## config.mk

```make
export PLATFORM = sky130hd
export DESIGN_NAME = div32_seq
export DESIGN_NICKNAME = d
export VERILOG_FILES = /design/src/rtl/div32_seq.sv
export SDC_FILE = /design/constraint.sdc
export NUM_CORES = 1
export LEC_CHECK = 0
export ABC_AREA = 1
export CORE_MARGIN = 2
export CORE_UTILIZATION = 58
export CTS_BUF_LIST = sky130_fd_sc_hd__clkbuf_8
export DETAILED_ROUTE_END_ITERATION = 10
export PLACE_DENSITY = 0.84
export SLEW_MARGIN = 20
export SYNTH_ARGS = -nofsm -noshare
export SYNTH_HDL_FRONTEND = slang
export SYNTH_SLANG_ARGS = --single-unit
```

## constraint.sdc

```tcl
create_clock -name clk -period 2.4 [get_ports clk]
set_input_delay 0.72 -clock clk [delete_from_list [all_inputs] [get_ports clk]]
set_output_delay 0.72 -clock clk [all_outputs]
set_load 0.03 [all_outputs]
```

## src/rtl/div32_seq.sv

```systemverilog
// div32_seq: multi-cycle 32-bit restoring divider for DIV/DIVU, one quotient bit per clock.
// Define DIV32_SIGNED_EN to compile in the signed path; without it is_signed is ignored.
//
//   state | meaning
//   IDLE  | waiting for an accepted start
//   CALC  | one restoring step per edge, cnt_q runs 31..0
//   FIX   | sign fixup, results registered, done pulsed
module div32_seq #(
  parameter int WIDTH = 32
) (
  input  logic             clk,
  input  logic             rst_n,
  input  logic             start,
  input  logic             is_signed,
  input  logic [WIDTH-1:0] dividend,
  input  logic [WIDTH-1:0] divisor,
  output logic             busy,
  output logic             done,
  output logic [WIDTH-1:0] quotient,
  output logic [WIDTH-1:0] remainder,
  output logic             div_by_zero
);

  localparam int CW = $clog2(WIDTH);

  typedef enum logic [1:0] {
    S_IDLE = 2'd0,
    S_CALC = 2'd1,
    S_FIX  = 2'd2
  } state_e;

  state_e           state_q, state_d;
  logic [CW-1:0]    cnt_q, cnt_d;
  logic [WIDTH:0]   rem_q, rem_d;
  logic [WIDTH-1:0] quo_q, quo_d;
  logic [WIDTH-1:0] dvs_q, dvs_d;
  logic             dz_q, dz_d;
  logic [WIDTH-1:0] quotient_q, quotient_d;
  logic [WIDTH-1:0] remainder_q, remainder_d;
  logic             dbz_q, dbz_d;
  logic             done_q, done_d;

  logic             accept;
  logic             dvs_zero;
  logic [WIDTH+1:0] rem_sh;
  logic [WIDTH+1:0] trial;
  logic [WIDTH-1:0] dvd_mag, dvs_mag;
  logic [WIDTH-1:0] quo_fix, rem_fix;

  assign accept   = (state_q == S_IDLE) && start;
  assign dvs_zero = (divisor == '0);

`ifdef DIV32_SIGNED_EN
  logic dvd_neg, dvs_neg;
  logic negq_q, negr_q;

  assign dvd_neg = is_signed & dividend[WIDTH-1];
  assign dvs_neg = is_signed & divisor[WIDTH-1];
  assign dvd_mag = dvd_neg ? -dividend : dividend;
  assign dvs_mag = dvs_neg ? -divisor : divisor;
  assign quo_fix = negq_q ? -quo_q : quo_q;
  // remainder follows the dividend sign
  assign rem_fix = negr_q ? -rem_q[WIDTH-1:0] : rem_q[WIDTH-1:0];

  always_ff @(posedge clk or negedge rst_n) begin
    if (!rst_n) begin
      negq_q <= 1'b0;
      negr_q <= 1'b0;
    end else if (accept) begin
      negq_q <= dvd_neg ^ dvs_neg;
      negr_q <= dvd_neg;
    end
  end
`else
  logic unused_is_signed;

  assign unused_is_signed = is_signed;
  assign dvd_mag = dividend;
  assign dvs_mag = divisor;
  assign quo_fix = quo_q;
  assign rem_fix = rem_q[WIDTH-1:0];
`endif

  always_ff @(posedge clk or negedge rst_n) begin
    if (!rst_n) state_q <= S_IDLE;
    else        state_q <= state_d;
  end

  always_comb begin
    state_d = state_q;
    case (state_q)
      S_IDLE: if (accept) state_d = dvs_zero ? S_FIX : S_CALC;
      S_CALC: if (cnt_q == '0) state_d = S_FIX;
      S_FIX:  state_d = S_IDLE;
      default: state_d = S_IDLE;
    endcase
  end

  // quo_q doubles as the dividend shift source during CALC
  assign rem_sh = {rem_q, quo_q[WIDTH-1]};
  assign trial  = rem_sh - {2'b00, dvs_q};

  always_comb begin
    cnt_d       = cnt_q;
    rem_d       = rem_q;
    quo_d       = quo_q;
    dvs_d       = dvs_q;
    dz_d        = dz_q;
    quotient_d  = quotient_q;
    remainder_d = remainder_q;
    dbz_d       = dbz_q;
    done_d      = 1'b0;
    case (state_q)
      S_IDLE: begin
        if (accept) begin
          dz_d  = dvs_zero;
          dvs_d = dvs_mag;
          quo_d = dvs_zero ? dividend : dvd_mag;
          rem_d = '0;
          cnt_d = CW'(WIDTH - 1);
        end
      end
      S_CALC: begin
        quo_d = {quo_q[WIDTH-2:0], ~trial[WIDTH+1]};
        rem_d = trial[WIDTH+1] ? rem_sh[WIDTH:0] : trial[WIDTH:0];
        cnt_d = cnt_q - CW'(1);
      end
      S_FIX: begin
        done_d = 1'b1;
        dbz_d  = dz_q;
        if (dz_q) begin
          quotient_d  = '1;
          remainder_d = quo_q;
        end else begin
          quotient_d  = quo_fix;
          remainder_d = rem_fix;
        end
      end
      default: ;
    endcase
  end

  always_ff @(posedge clk or negedge rst_n) begin
    if (!rst_n) begin
      cnt_q       <= '0;
      rem_q       <= '0;
      quo_q       <= '0;
      dvs_q       <= '0;
      dz_q        <= 1'b0;
      quotient_q  <= '0;
      remainder_q <= '0;
      dbz_q       <= 1'b0;
      done_q      <= 1'b0;
    end else begin
      cnt_q       <= cnt_d;
      rem_q       <= rem_d;
      quo_q       <= quo_d;
      dvs_q       <= dvs_d;
      dz_q        <= dz_d;
      quotient_q  <= quotient_d;
      remainder_q <= remainder_d;
      dbz_q       <= dbz_d;
      done_q      <= done_d;
    end
  end

  assign busy        = (state_q != S_IDLE);
  assign done        = done_q;
  assign quotient    = quotient_q;
  assign remainder   = remainder_q;
  assign div_by_zero = dbz_q;

endmodule

```

==> metrics.cfg, run 1 <==
[yosys]
synth-seq-area-share_pct = 41.4
synth_compound_area_share_pct = 12.2
syn_area_per_cell_um2 = 7.17
yosys_warnings = 0
synth_ff_type = dfrtp_1
syn_inst = 1441
synthArstFlopShare_pct = 100
synth.distinct_cells = 46
synth_edf_count = 0
yosysTopAreaCell = dfrtp_1
synth_top_area_share_pct = 41.4
yosys-top-cells-area = dfrtp_1, nand2_1, inv_1, o21ai_0, nand3_1
muxShareOfSynthArea_pct = 0
synth_fa_ha_area_share_pct = 4.31
syn_nets = 1544
ys_ff_latch = 171
synthXorXnorAreaFrac_pct = 1.27
syn_area_um2 = 10300
synth_top_family_by_area = simple AND/OR/NAND/NOR gates
yosys.area_share.simple_pct = 30.2

[die]
ios = 135
start_util_pct = 59.6
dieWidth_um = 138
die_y_um = 138
die-area_um2 = 18900
num_rows = 48
core_um2 = 17400

[setup_path]
critPathLaunchType = register
max_stage_delay_ns = 0.45
r2r-end = rem_q[22]$_DFFE_PN0P_
reg2regPathDepth = 14
r2r_start = rem_q[19]$_DFFE_PN0P_
endpoint_kind = register
cp_cell_sequence = ha_4 > nand2_1 > nand2_1 > inv_1 > nand2_1 > a21oi_4 > nor2_4 > nor2_8 > nand2_8 > nand2_8 > buf_4 > nand3_1 > nand3_1 > nand2_1
rrSetupSlack_ns = 0.08
worstPathRequired_ns = 2.75
cp_common_cell = nand2_1
slowest_stage = dfrtp_1
worstSetupPathType = register to register
worst-path-max-fanout = 5
cp.arrival_ns = 2.67

[placement]
portBuffers = 133
place.gp.congestion = 0.944
hpwl_mm = 22.4

[finish]
multi_input_area_um2 = 5340
drive_gt1_share_pct = 13.6
area_delta_synth_final_pct = 27.3
fin_nets = 1727
diodes = 0
nFillCells = 1310
regArea_um2 = 4280

[global_routing]
antenna_found_initial = 0
grt_use_met3_pct = 4.86
gr-usage-met2_pct = 53.6
grt_first_pass_wirelength_mm = 46.9
grt_max_degree = 69
grt_pass1_vias = 9341
grt-ovfl-total = 0
track_usage_pct = 32.3
gr-max-usage-layer = met2
met1_usage_pct = 45.1

[drt]
firstDrtPassIters = 5
num_vias = 10100
post_drt_wl_per_cell_um = 16.2
drc = 0
final_antenna_net_count = 0
drt_wl_total_mm = 30.2
first_iter_violations = 777
avgViaCountPerCell = 5.40

[timing]
finalHoldViolCount = 0
finalMaxSlewViolations = 0
finalSetupTns_ns = 0
slew_headroom_pct = 49.4
period_minus_slack_ns = 2.32
tightest_slew_ns = 0.759
fmaxAchievable_ghz = 0.431
fin_crit_sh_pct = 96.6
setup_violations = 0
skew_ns = 0.0170

[cts]
path_clk_slew_ns = 0.11
clk_path_buf_depth = 2
cts_made_buffers = 17
cts_num_sinks = 171
insertion_delay_ns = 0.47
cts_tree = built
htreeDepth = 4
cts_root_buf = clkbuf_8

[job]
maxCapViolCount = 0

[hold_path]
hp-class = primary input to asynchronous set/reset pin

[outcome]
outcome = complete, no violations

==> cell usage after synthesis, drive strengths merged (2+ instances only) <==
library cell  number
a21oi             52
a22oi             31
and2               2
buf               14
clkbuf            38
dfrtp            171
ha                34
inv              229
nand2            451
nand3            100
nand3b             4
nand4             14
nor2             121
nor3              10
nor4               8
o21ai            136
xnor2              9
xor2               6
==> how the worst max path moves through the flow <==
stage	start	end	depth (start not counted)
6_report	rem_q[19]$_DFFE_PN0P_	rem_q[22]$_DFFE_PN0P_	14
5_1_grt	dvs_q[20]$_DFFE_PN0P_	rem_q[22]$_DFFE_PN0P_	15
4_1_cts	rem_q[18]$_DFFE_PN0P_	rem_q[12]$_DFFE_PN0P_	13
3_5_place_dp	quo_fix[31]$_DFFE_PN0P_	rem_q[14]$_DFFE_PN0P_	15
3_3_place_gp	start	quo_fix[14]$_DFFE_PN0P_	6
2_1_floorplan	rem_q[23]$_DFFE_PN0P_	rem_q[10]$_DFFE_PN0P_	14
==> layout by cell type, fill, tap and decap left out, types with 4 or more instances in the layout <==
master / synthesis / final
xnor2_1: 9 / 8
clkinv_4: 0 / 4
nand3b_1: 4 / 4
clkbuf_8: 0 / 17
ha_1: 34 / 10
nor2_4: 2 / 6
inv_1: 221 / 220
inv_8: 0 / 6
inv_2: 8 / 10
clkdlybuf4s50_1: 0 / 131
a21oi_1: 48 / 46
nand2_1: 416 / 409
a22oi_1: 31 / 31
nor2_2: 4 / 7
buf_4: 3 / 76
nand2_2: 27 / 34
ha_4: 0 / 21
nor2_1: 114 / 107
buf_12: 1 / 5
dfrtp_1: 171 / 168
o21ai_0: 135 / 135
nor4_1: 8 / 8
nand4_1: 14 / 14
xor2_1: 6 / 6
nor3_1: 9 / 9
nand3_1: 96 / 96
a21oi_2: 3 / 4
nand2_8: 3 / 5
==> routing by layer <==
layer | share of wire, % | up-vias
met5 | 0 | -
li1 | - | 4927
met2 | 48 | 394
met1 | 44 | 4697
met4 | 1.3 | 0
met3 | 6.6 | 35
==> kinds of logic (layout without fill, tap and decap cells) <==
family                   count (synthesis)  in the layout
adder cells (fa/ha/maj)                 35             35
buffers and inverters                  282            476
flip-flops                             171            171
XOR/XNOR                                15             15
AO/OA/AOI/OAI                          227            227
AND/OR/NAND/NOR                        711            712
==> state kept, by name (all words and copies together) (netlist names) <==
name / cells
dz_q: 1
quo_fix: 32
quotient: 32
rem_q: 33
div_by_zero: 1
state_q: 2
done: 1
dvs_q: 32
remainder: 32
cnt_q: 5
==> metrics by stage <==
step	hold slack [ns]	instance area [µm²]	utilization [%]	worst slack [ns]	std cells
6_report	0.171	13200	75.8	0.0809	1861
5_1_grt	0.186	13200	75.8	-0.0286	1861
2_1_floorplan	0.424	10300	-	0.326	1441
3_5_place_dp	0.477	12400	71.3	-0.0342	1823
3_3_place_gp	0.464	12400	71.3	0.0272	1823
4_1_cts	0.184	12800	73.6	0.0223	1855
==> critical path, delay by kind of cell (launching register included) <==
| family | cells | cell delay, ns |
|---|---|---|
| AND/OR/NAND/NOR | 10 | 1.03 |
| flip-flops | 1 | 0.45 |
| adder cells (fa/ha/maj) | 1 | 0.27 |
| buffers and inverters | 2 | 0.23 |
| AO/OA/AOI/OAI | 1 | 0.22 |
==> final cells by class <==
cell class | instances | area share, %
flip-flops and latches | 171 | 32.5
inverters | 230 | 6.56
clock inverters | 14 | 1.15
clock buffers | 17 | 1.78
multi-input cells | 989 | 40.5
well taps | 225 | 2.14
repair buffers | 215 | 15.3
==> repair_timing <==
action / in CTS / in global routing
gates cloned: 0 / 1
gates resized for setup: 4 / 51
endpoints found under the setup margin: 4 / 33
pin swaps: 0 / 4
buffers inserted: 1 / 5
hold buffers: 0 / 0
Power of run 1 is left out: the tool's default activity adds up to more than one toggle a clock period on the data nets, which glitch-free logic cannot reach.
==> run 2, diff against run 1 <==
Settings changed: CORE_ASPECT_RATIO from default to 0.5.
==> metrics.cfg, run 2 (same netlist as run 1, synthesis figures left out) <==
[outcome]
outcome = complete, no violations

[timing]
fin_crit_sh_pct = 98.1
finalSetupTns_ns = 0
setup_violations = 0
skew_ns = 0.0202
finalHoldViolCount = 0
tightest_slew_ns = 0.539
fmaxAchievable_ghz = 0.425
period_minus_slack_ns = 2.35
slew_headroom_pct = 64.0
finalMaxSlewViolations = 0

[cts]
cts_made_buffers = 17
path_clk_slew_ns = 0.11
cts_tree = built
clk_path_buf_depth = 2
htreeDepth = 4
insertion_delay_ns = 0.48
cts_hold_buffers = 0
cts_num_sinks = 171
cts_root_buf = clkbuf_8

[setup_path]
cp_cell_sequence = nor2_1 > inv_1 > clkdlybuf4s50_1
crit_buf_inv = 2
crit_start = state_q[1]$_DFFE_PN0P_
critPathLaunchType = register
worst-path-max-fanout = 2
cp.arrival_ns = 1.63
worstSetupPathType = register to output pin
max_stage_delay_ns = 0.61
slowest_stage = clkdlybuf4s50_1
worstPathRequired_ns = 1.68
endpoint_kind = output pin
crit_family = buffers and inverters
r2r_start = rem_q[19]$_DFFE_PN0P_

[drt]
num_vias = 10400
avgViaCountPerCell = 5.63
first_iter_violations = 1308
drc = 0
drt_wl_total_mm = 31.7
post_drt_wl_per_cell_um = 17.1
final_antenna_net_count = 0
firstDrtPassIters = 6

[finish]
diodes = 0
fin_nets = 1707
mostFrequentLayoutCell = nand2_1
final_cell_mix = nand2_1, inv_1, dfrtp_1
area_delta_synth_final_pct = 26.3
nFillCells = 1319
final_cell_count_no_fill = 1851
largest_reg_flops = 33
top_register = rem_q
drive_gt1_share_pct = 13.3
utilization_pct = 75.1

[global_routing]
antenna_found_initial = 0
grt_pass1_vias = 9829
grt_max_degree = 68
grt_first_pass_wirelength_mm = 49.8
grt-ovfl-total = 0
track_usage_pct = 34.0

[die]
die_y_um = 98.4
core_um2 = 17400
dieWidth_um = 193
start_util_pct = 59.4
num_rows = 34
ios = 135
die-area_um2 = 19000

[hold_path]
hp-class = primary input to asynchronous set/reset pin

[job]
maxCapViolCount = 0

[placement]
place.gp.congestion = 0.984
portBuffers = 133
dp_cells = 1811
hpwl_mm = 23.6

## run 2: area by class of cell
class                      count  area (µm²)  area share, %
timing repair buffer         194        1870           14.3
clock inverter                14         149           1.14
inverter                     230         863           6.61
clock buffer                  18         248           1.90
tap                          234         293           2.24
multi-input combinational    990        5350           41.0
sequential                   171        4290           32.9
## run 2: stage by stage
stage | hold WS [ns] | setup slack [ns] | instance area (µm²)
floorplan | 0.424 | 0.326 | 10300
global placement | 0.468 | 0.0578 | 12200
detailed placement | 0.479 | -0.0327 | 12200
CTS | 0.184 | 0.00275 | 12600
global route | 0.176 | -0.0184 | 13100
finish | 0.151 | 0.0468 | 13100
## run 2: per-layer routing
layer	up-vias	global-route usage [%]	routed length, µm
li1	4889	-	-
met1	4966	51.9	14100
met2	526	50.0	13600
met3	48	6.83	3640
met4	0	7.11	428
met5	-	0	0
## run 2: timing repair
| item | CTS | global route |
|---|---|---|
| buffers inserted | 0 | 6 |
| endpoints found under the setup margin | 0 | 34 |
| resized for setup | 0 | 68 |
## run 2: final timing paths
| kind | end | slack, ns | cells after the start |
|---|---|---|---|
| min in group clk | remainder[29]$_DFFE_PN0P_ | 0.50 | 2 |
| min reg2reg | remainder[29]$_DFFE_PN0P_ | 0.50 | 2 |
| max reg2reg | rem_q[8]$_DFFE_PN0P_ | 0.08 | 12 |
| max in group asynchronous | rem_q[29]$_DFFE_PN0P_ | 1.51 | 2 |
| min | dvs_q[11]$_DFFE_PN0P_ | 0.15 | 1 |
| max | busy | 0.05 | 3 |
Power of run 2 is left out for the same reason.
